**src/rtl/bit_serial_adder.sv**
```systemverilog
// Bit-serial adder: LSB-first add of two WIDTH-bit operands through one full-adder cell.
// Latency: start accepted on edge E0, done pulses for one cycle after edge E0+WIDTH.
// Backpressure: none; start is honoured only in IDLE, otherwise dropped (never queued).
module bit_serial_adder #(
    parameter int WIDTH = 8
) (
    input  logic             clk,
    input  logic             rst,
    input  logic             start,
    input  logic [WIDTH-1:0] a,
    input  logic [WIDTH-1:0] b,
    input  logic             cin,
    output logic             busy,
    output logic             done,
    output logic             sum_bit,
    output logic [WIDTH-1:0] sum,
    output logic             cout
);

    localparam int             CW   = $clog2(WIDTH) + 1;
    localparam logic [CW-1:0]  LAST = CW'(WIDTH - 1);

    typedef enum logic [1:0] {
        IDLE = 2'd0,
        RUN  = 2'd1,
        DONE = 2'd2
    } state_t;

    state_t           state;
    state_t           state_nxt;
    logic [WIDTH-1:0] sh_a;
    logic [WIDTH-1:0] sh_b;
    logic             carry;
    logic [CW-1:0]    cnt;
    logic             fa_s;
    logic             fa_c;
    logic [WIDTH-1:0] sum_shift;

    // The single full-adder cell; everything else just feeds it one bit per cycle.
    always_comb begin
        fa_s = sh_a[0] ^ sh_b[0] ^ carry;
        fa_c = (sh_a[0] & sh_b[0]) | (sh_a[0] & carry) | (sh_b[0] & carry);
    end

    // New sum bit enters at the MSB; written this way so WIDTH=1 needs no special case.
    always_comb begin
        sum_shift            = sum >> 1;
        sum_shift[WIDTH-1]   = fa_s;
    end

    always_comb begin
        state_nxt = state;
        case (state)
            IDLE:    if (start) state_nxt = RUN;
            RUN:     if (cnt == LAST) state_nxt = DONE;
            default: state_nxt = IDLE;
        endcase
    end

    always_ff @(posedge clk) begin
        if (rst) begin
            state <= IDLE;
        end else begin
            state <= state_nxt;
        end
    end

    always_ff @(posedge clk) begin
        if (rst) begin
            sh_a    <= '0;
            sh_b    <= '0;
            carry   <= 1'b0;
            cnt     <= '0;
            sum     <= '0;
            sum_bit <= 1'b0;
            cout    <= 1'b0;
        end else begin
            case (state)
                IDLE: begin
                    if (start) begin
                        sh_a  <= a;
                        sh_b  <= b;
                        carry <= cin;
                        cnt   <= '0;
                        sum   <= '0;
                        cout  <= 1'b0;
                    end
                end
                RUN: begin
                    sh_a    <= sh_a >> 1;
                    sh_b    <= sh_b >> 1;
                    sum     <= sum_shift;
                    sum_bit <= fa_s;
                    carry   <= fa_c;
                    cnt     <= cnt + CW'(1);
                    if (cnt == LAST) cout <= fa_c;
                end
                default: ;
            endcase
        end
    end

    assign busy = (state == RUN);
    assign done = (state == DONE);

endmodule

```
**config.mk**
```make
export PLATFORM = sky130hd
export DESIGN_NAME = bit_serial_adder
export DESIGN_NICKNAME = d
export VERILOG_FILES = /design/src/rtl/bit_serial_adder.sv
export SDC_FILE = /design/constraint.sdc
export NUM_CORES = 1
export LEC_CHECK = 0
export ABC_AREA = 0
export CORE_ASPECT_RATIO = 0.7
export CORE_MARGIN = 2
export CORE_UTILIZATION = 25
export DETAILED_ROUTE_END_ITERATION = 10
export GPL_ROUTABILITY_DRIVEN = 0
export MAX_ROUTING_LAYER = met4
export PLACE_DENSITY = 0.47
export SLEW_MARGIN = 40
export SYNTH_ARGS = -nofsm -noshare
export SYNTH_HDL_FRONTEND = slang
export SYNTH_SLANG_ARGS = --single-unit
export TNS_END_PERCENT = 50
```
**constraint.sdc**
```tcl
create_clock -name clk -period 3.7 [get_ports clk]
set_input_delay 0.74 -clock clk [delete_from_list [all_inputs] [get_ports clk]]
set_output_delay 0.74 -clock clk [all_outputs]
set_load 0.005 [all_outputs]
```
Yosys cells after proc, flatten, opt, wreduce, memory -nomap -nowiden
Cells that the tools add are included.
{ "totals": {"input_bits": 20, "romBits": 0, "ff_bits": 33, "mem_bits_rw": 0, "n_memories": 0, "latchBits": 0} }
{ "classes": {"n_shift": 0, "bitwise": 7, "addsub": 1, "n_mul": 0, "n_eq_ne": 5, "div_mod_pow": 0, "mux": 16, "order_cmp": 0, "n_reduce_logical": 5} }
{ "ops": {"columns": ["operator", "count"], "rows": [
  ["$pmux W8 S2", 3],
  ["$mux W8", 3],
  ["$pmux W4 S2", 1],
  ["$add A4 B1 Y4 const B", 1],
  ["$eq A4 B3 Y1 const B", 1],
  ["$mux W2", 2],
  ["$mux W4", 1],
  ["$pmux W1 S2", 2],
  ["$pmux W2 S2", 1],
  ["$reduce_and A2 Y1", 2],
  ["$and A1 B1 Y1", 3],
  ["$mux W1", 3],
  ["$reduce_and A3 Y1", 1],
  ["$eq A2 B1 Y1 const B", 1],
  ["$eq A2 B2 Y1 const B", 1],
  ["$logic_not A2 Y1", 1],
  ["$ne A2 B1 Y1 const B", 1],
  ["$ne A2 B2 Y1 const B", 1],
  ["$or A1 B1 Y1", 2],
  ["$reduce_bool A2 Y1", 1],
  ["$xor A1 B1 Y1", 2]
]} }

Longest topological paths before layout
{ "depth": {"depth_word": 5, "depth_mapped": 6, "mapped_depth_nobuf": 4} }

Worst setup path after synthesis
Ideal clock, no wire load.
{ "synth_path": {"path_type": "register to output", "from": "reg state[1]", "to": "out done", "stages_incl_launch_ff": 4, "t_required_ps": 2960, "setup_slack_ps": 2098, "path_buffers": 2, "arrival_ps": 862, "path_cell_list": "dfxtp_1 > buf_2 > buf_2 > nor2b_1"} }
{ "synth_between": {"elab_chain_cells": 1} }
{ "synth_lines": {"columns": ["item", "line_no", "source"], "rows": [
  ["start: declaration", "29", "state_t state;"],
  ["start signal: assignment", "64", "state <= state_nxt;"],
  ["$eq A2 B2 Y1", "104", "assign done = (state == DONE);"],
  ["end: declaration", "14", "output logic done,"]
]} }
No other way between the ends.

Worst setup path after layout
Ends and elaborated chain as after synthesis.

==> results.py <==
metrics = {
    "run_status": {
        "outcome": "completed",
    },
    "routing": {
        "ant_nets": 0,
        "drc": 0,
        "drtIter0Drc": 51,
        "drtPass1Iterations": 4,
        "vias": 1344,
        "routedWlPerCell_microns": 13.0,
        "routed_wl_mm": 3.75,
        "vias_per_cell": 4.68,
    },
    "power_and_ir_drop": {
        "p_leak_nw": 0.769,
        "p_per_area_mw_per_mm2": 387,
        "ir_drop_uv": 113,
    },
    "floorplan": {
        "die_w_microns": 98.2,
        "ios": 32,
        "num_rows": 23,
        "initial_utilization": 0.264,
        "dieArea_sq_mm": 0.00686,
        "die_y_microns": 69.9,
        "core_sq_mm": 0.00587,
    },
    "clock_tree": {
        "clkSinkCount": 33,
        "cts_htree_levels": 2,
        "cts_buffers": 5,
        "cts_tree": "built",
        "insertion_delay_ps": 280,
        "post-cts-setup-buffer-count": 0,
        "cts_resized": 0,
        "clockRootBuffer": "clkbuf_8",
        "cts.path.max_buffers": 2,
        "cts.hold.buffers_added": 0,
        "clkTransAtPathRegs_ps": 60,
    },
    "placed_design": {
        "dpl_cell_area_sq_mm": 0.00192,
        "dp.final_hpwl_mm": 2.45,
        "io_buffers": 31,
        "place_ws_ps": 1230,
    },
    "worst_setup_path": {
        "rr_worst_depth": 4,
        "cp.arrival_ps": 1600,
        "cp.buffers_inverters": 2,
        "worstPathRequired_ps": 2960,
        "path_class": "reg2out",
        "critPathMaxFanout": 31,
        "crit_family": "buffers and inverters",
        "crit_cells": 3,
        "critPathLaunchType": "register",
        "crit_path_end_kind": "output pin",
        "crit_chain": "buf_4, nor2b_1, clkdlybuf4s50_1",
        "slowest_delay_ps": 510,
        "critPathSlowestCell": "clkdlybuf4s50_1",
    },
    "synthesis": {
        "ys_top_cells_by_area": "dfxtp_1 43%, o221a_2 10%, a21oi_1 8.7%",
        "synth_top_cell_by_area": "dfxtp_1",
        "postSynthAreaPerCell_sq_um": 8.39,
        "synth_top_area_frac": 0.426,
        "synth_cells": 185,
        "yosysSeqAreaShare": 0.426,
        "synth_ff_type": "dfxtp_1",
        "synthArstFlopShare": 0,
        "yosys-top-cells-count": "33 x dfxtp_1, 27 x a21oi_1, 27 x nor2_1",
        "synth_edf_count": 0,
        "ys_seq_elements": 33,
        "syn_area_sq_mm": 0.00155,
        "ys_types": 31,
        "yosys_warnings": 0,
        "yosysMostFrequentCell": "dfxtp_1",
        "syn_nets": 207,
    },
    "global_routing": {
        "gr-total-overflow": 0,
        "grt_use_met1": 0.174,
        "grt_pass1_vias": 1298,
        "grt-busiest-layer": "met1",
        "antenna_found_initial": 0,
        "grt_max_degree": 32,
        "grt_use_met2": 0.162,
        "grt_use_total": 0.122,
        "grtUsageMet3": 0.0370,
        "grt_first_pass_wirelength_mm": 6.51,
    },
    "min_path": {
        "min_path_cells": 2,
        "hold_path_class": "reg2reg",
    },
    "timing": {
        "fin_skew_ps": 3.07,
        "fmaxAchievable_ghz": 0.427,
        "min_period_over_period": 0.633,
        "hold_viol": 0,
        "slew_viol_final": 0,
        "tns_ps": 0,
        "finalSetupViolations": 0,
        "rsz0062_at_grt": "no",
        "holdWs_ps": 462,
        "fin_crit_ps": 2340,
        "worst_slack_ps": 1360,
        "tightest_slew_ps": 462,
        "relSlewSlack": 0.691,
    },
    "layout": {
        "num-nets-final": 234,
        "area_growth_pct": 29.4,
        "antennaDiodeCount": 0,
        "fin_area_sq_mm": 0.00201,
        "drive_gt1_frac": 0.132,
        "fin_util": 0.342,
        "fill_cells": 622,
    },
    "flow_run": {
        "max_cap_viol_count": 0,
    },
}
## stage by stage
stage	std cells	power [mW]
final	287	0.777
after global routing	287	0.823
after CTS	287	0.787
after detailed placement	280	0.514
after global placement	280	0.515
after floorplan	185	0.470
## tightest hold or removal path, cell delays in order, from the launching register on
cell	delay, ps
dfxtp_1	310
nand2_1	50
a21oi_1	50
## per-layer routing
layer  wire, microns  up-vias
met1            2020      611
met4              55        0
met5               0        -
li1                -      705
met2            1510       21
met3             158        7
## where the power goes
group | leakage, nW | switching, mW | internal [mW]
Sequential | 0.271 | 0.0160 | 0.376
Combinational | 0.454 | 0.0528 | 0.0607
Clock | 0.0443 | 0.124 | 0.147
Total | 0.769 | 0.193 | 0.584
## logic make-up (layout without fill, tap and decap cells)
kind of cell / Yosys count / after routing / synth area share
compound gates: 64 / 64 / 0.305
buf+inv: 31 / 58 / 0.0855
simple gates: 55 / 55 / 0.163
fa+ha+maj: 2 / 2 / 0.0210
flops: 33 / 33 / 0.426
## registers in the layout, indices dropped and copies added (netlist names)
signal   flops
cout         1
sum          8
sh_b         8
state        2
sum_bit      1
sh_a         8
cnt          4
carry        1
## cells in the final DEF, fill, tap and decap left out, types with 2 or more instances in the layout
cell	count
dfxtp_1	33
clkdlybuf4s50_1	31
nor2_1	27
a21oi_1	27
inv_1	15
o221a_2	14
nand2_1	10
a22oi_1	8
nor2b_1	6
o22a_1	6
clkbuf_8	6
buf_4	5
nand2b_1	3
o22ai_1	2
nand3_1	2
## worst paths after layout
kind	from	end	slack, ps
setup / recovery	state[1]$_SDFFE_PP0P_	done	1360
hold / removal	sum_bit$_SDFFE_PP0N_	sum_bit$_SDFFE_PP0N_	460
setup reg to reg	state[1]$_SDFFE_PP0P_	carry$_SDFFE_PP0P_	2300
hold reg to reg	sum_bit$_SDFFE_PP0N_	sum_bit$_SDFFE_PP0N_	460
## area by class of cell
| type | instances | area (sq um) | share of cell area |
|---|---|---|---|
| Inverter | 15 | 56.3 | 0.0281 |
| Tap cell | 75 | 93.8 | 0.0468 |
| Sequential cell | 33 | 661 | 0.329 |
| Multi-Input combinational cell | 121 | 762 | 0.380 |
| Timing Repair Buffer | 36 | 348 | 0.173 |
| Clock buffer | 7 | 86.3 | 0.0430 |
Power figures use the tool's default switching activity.
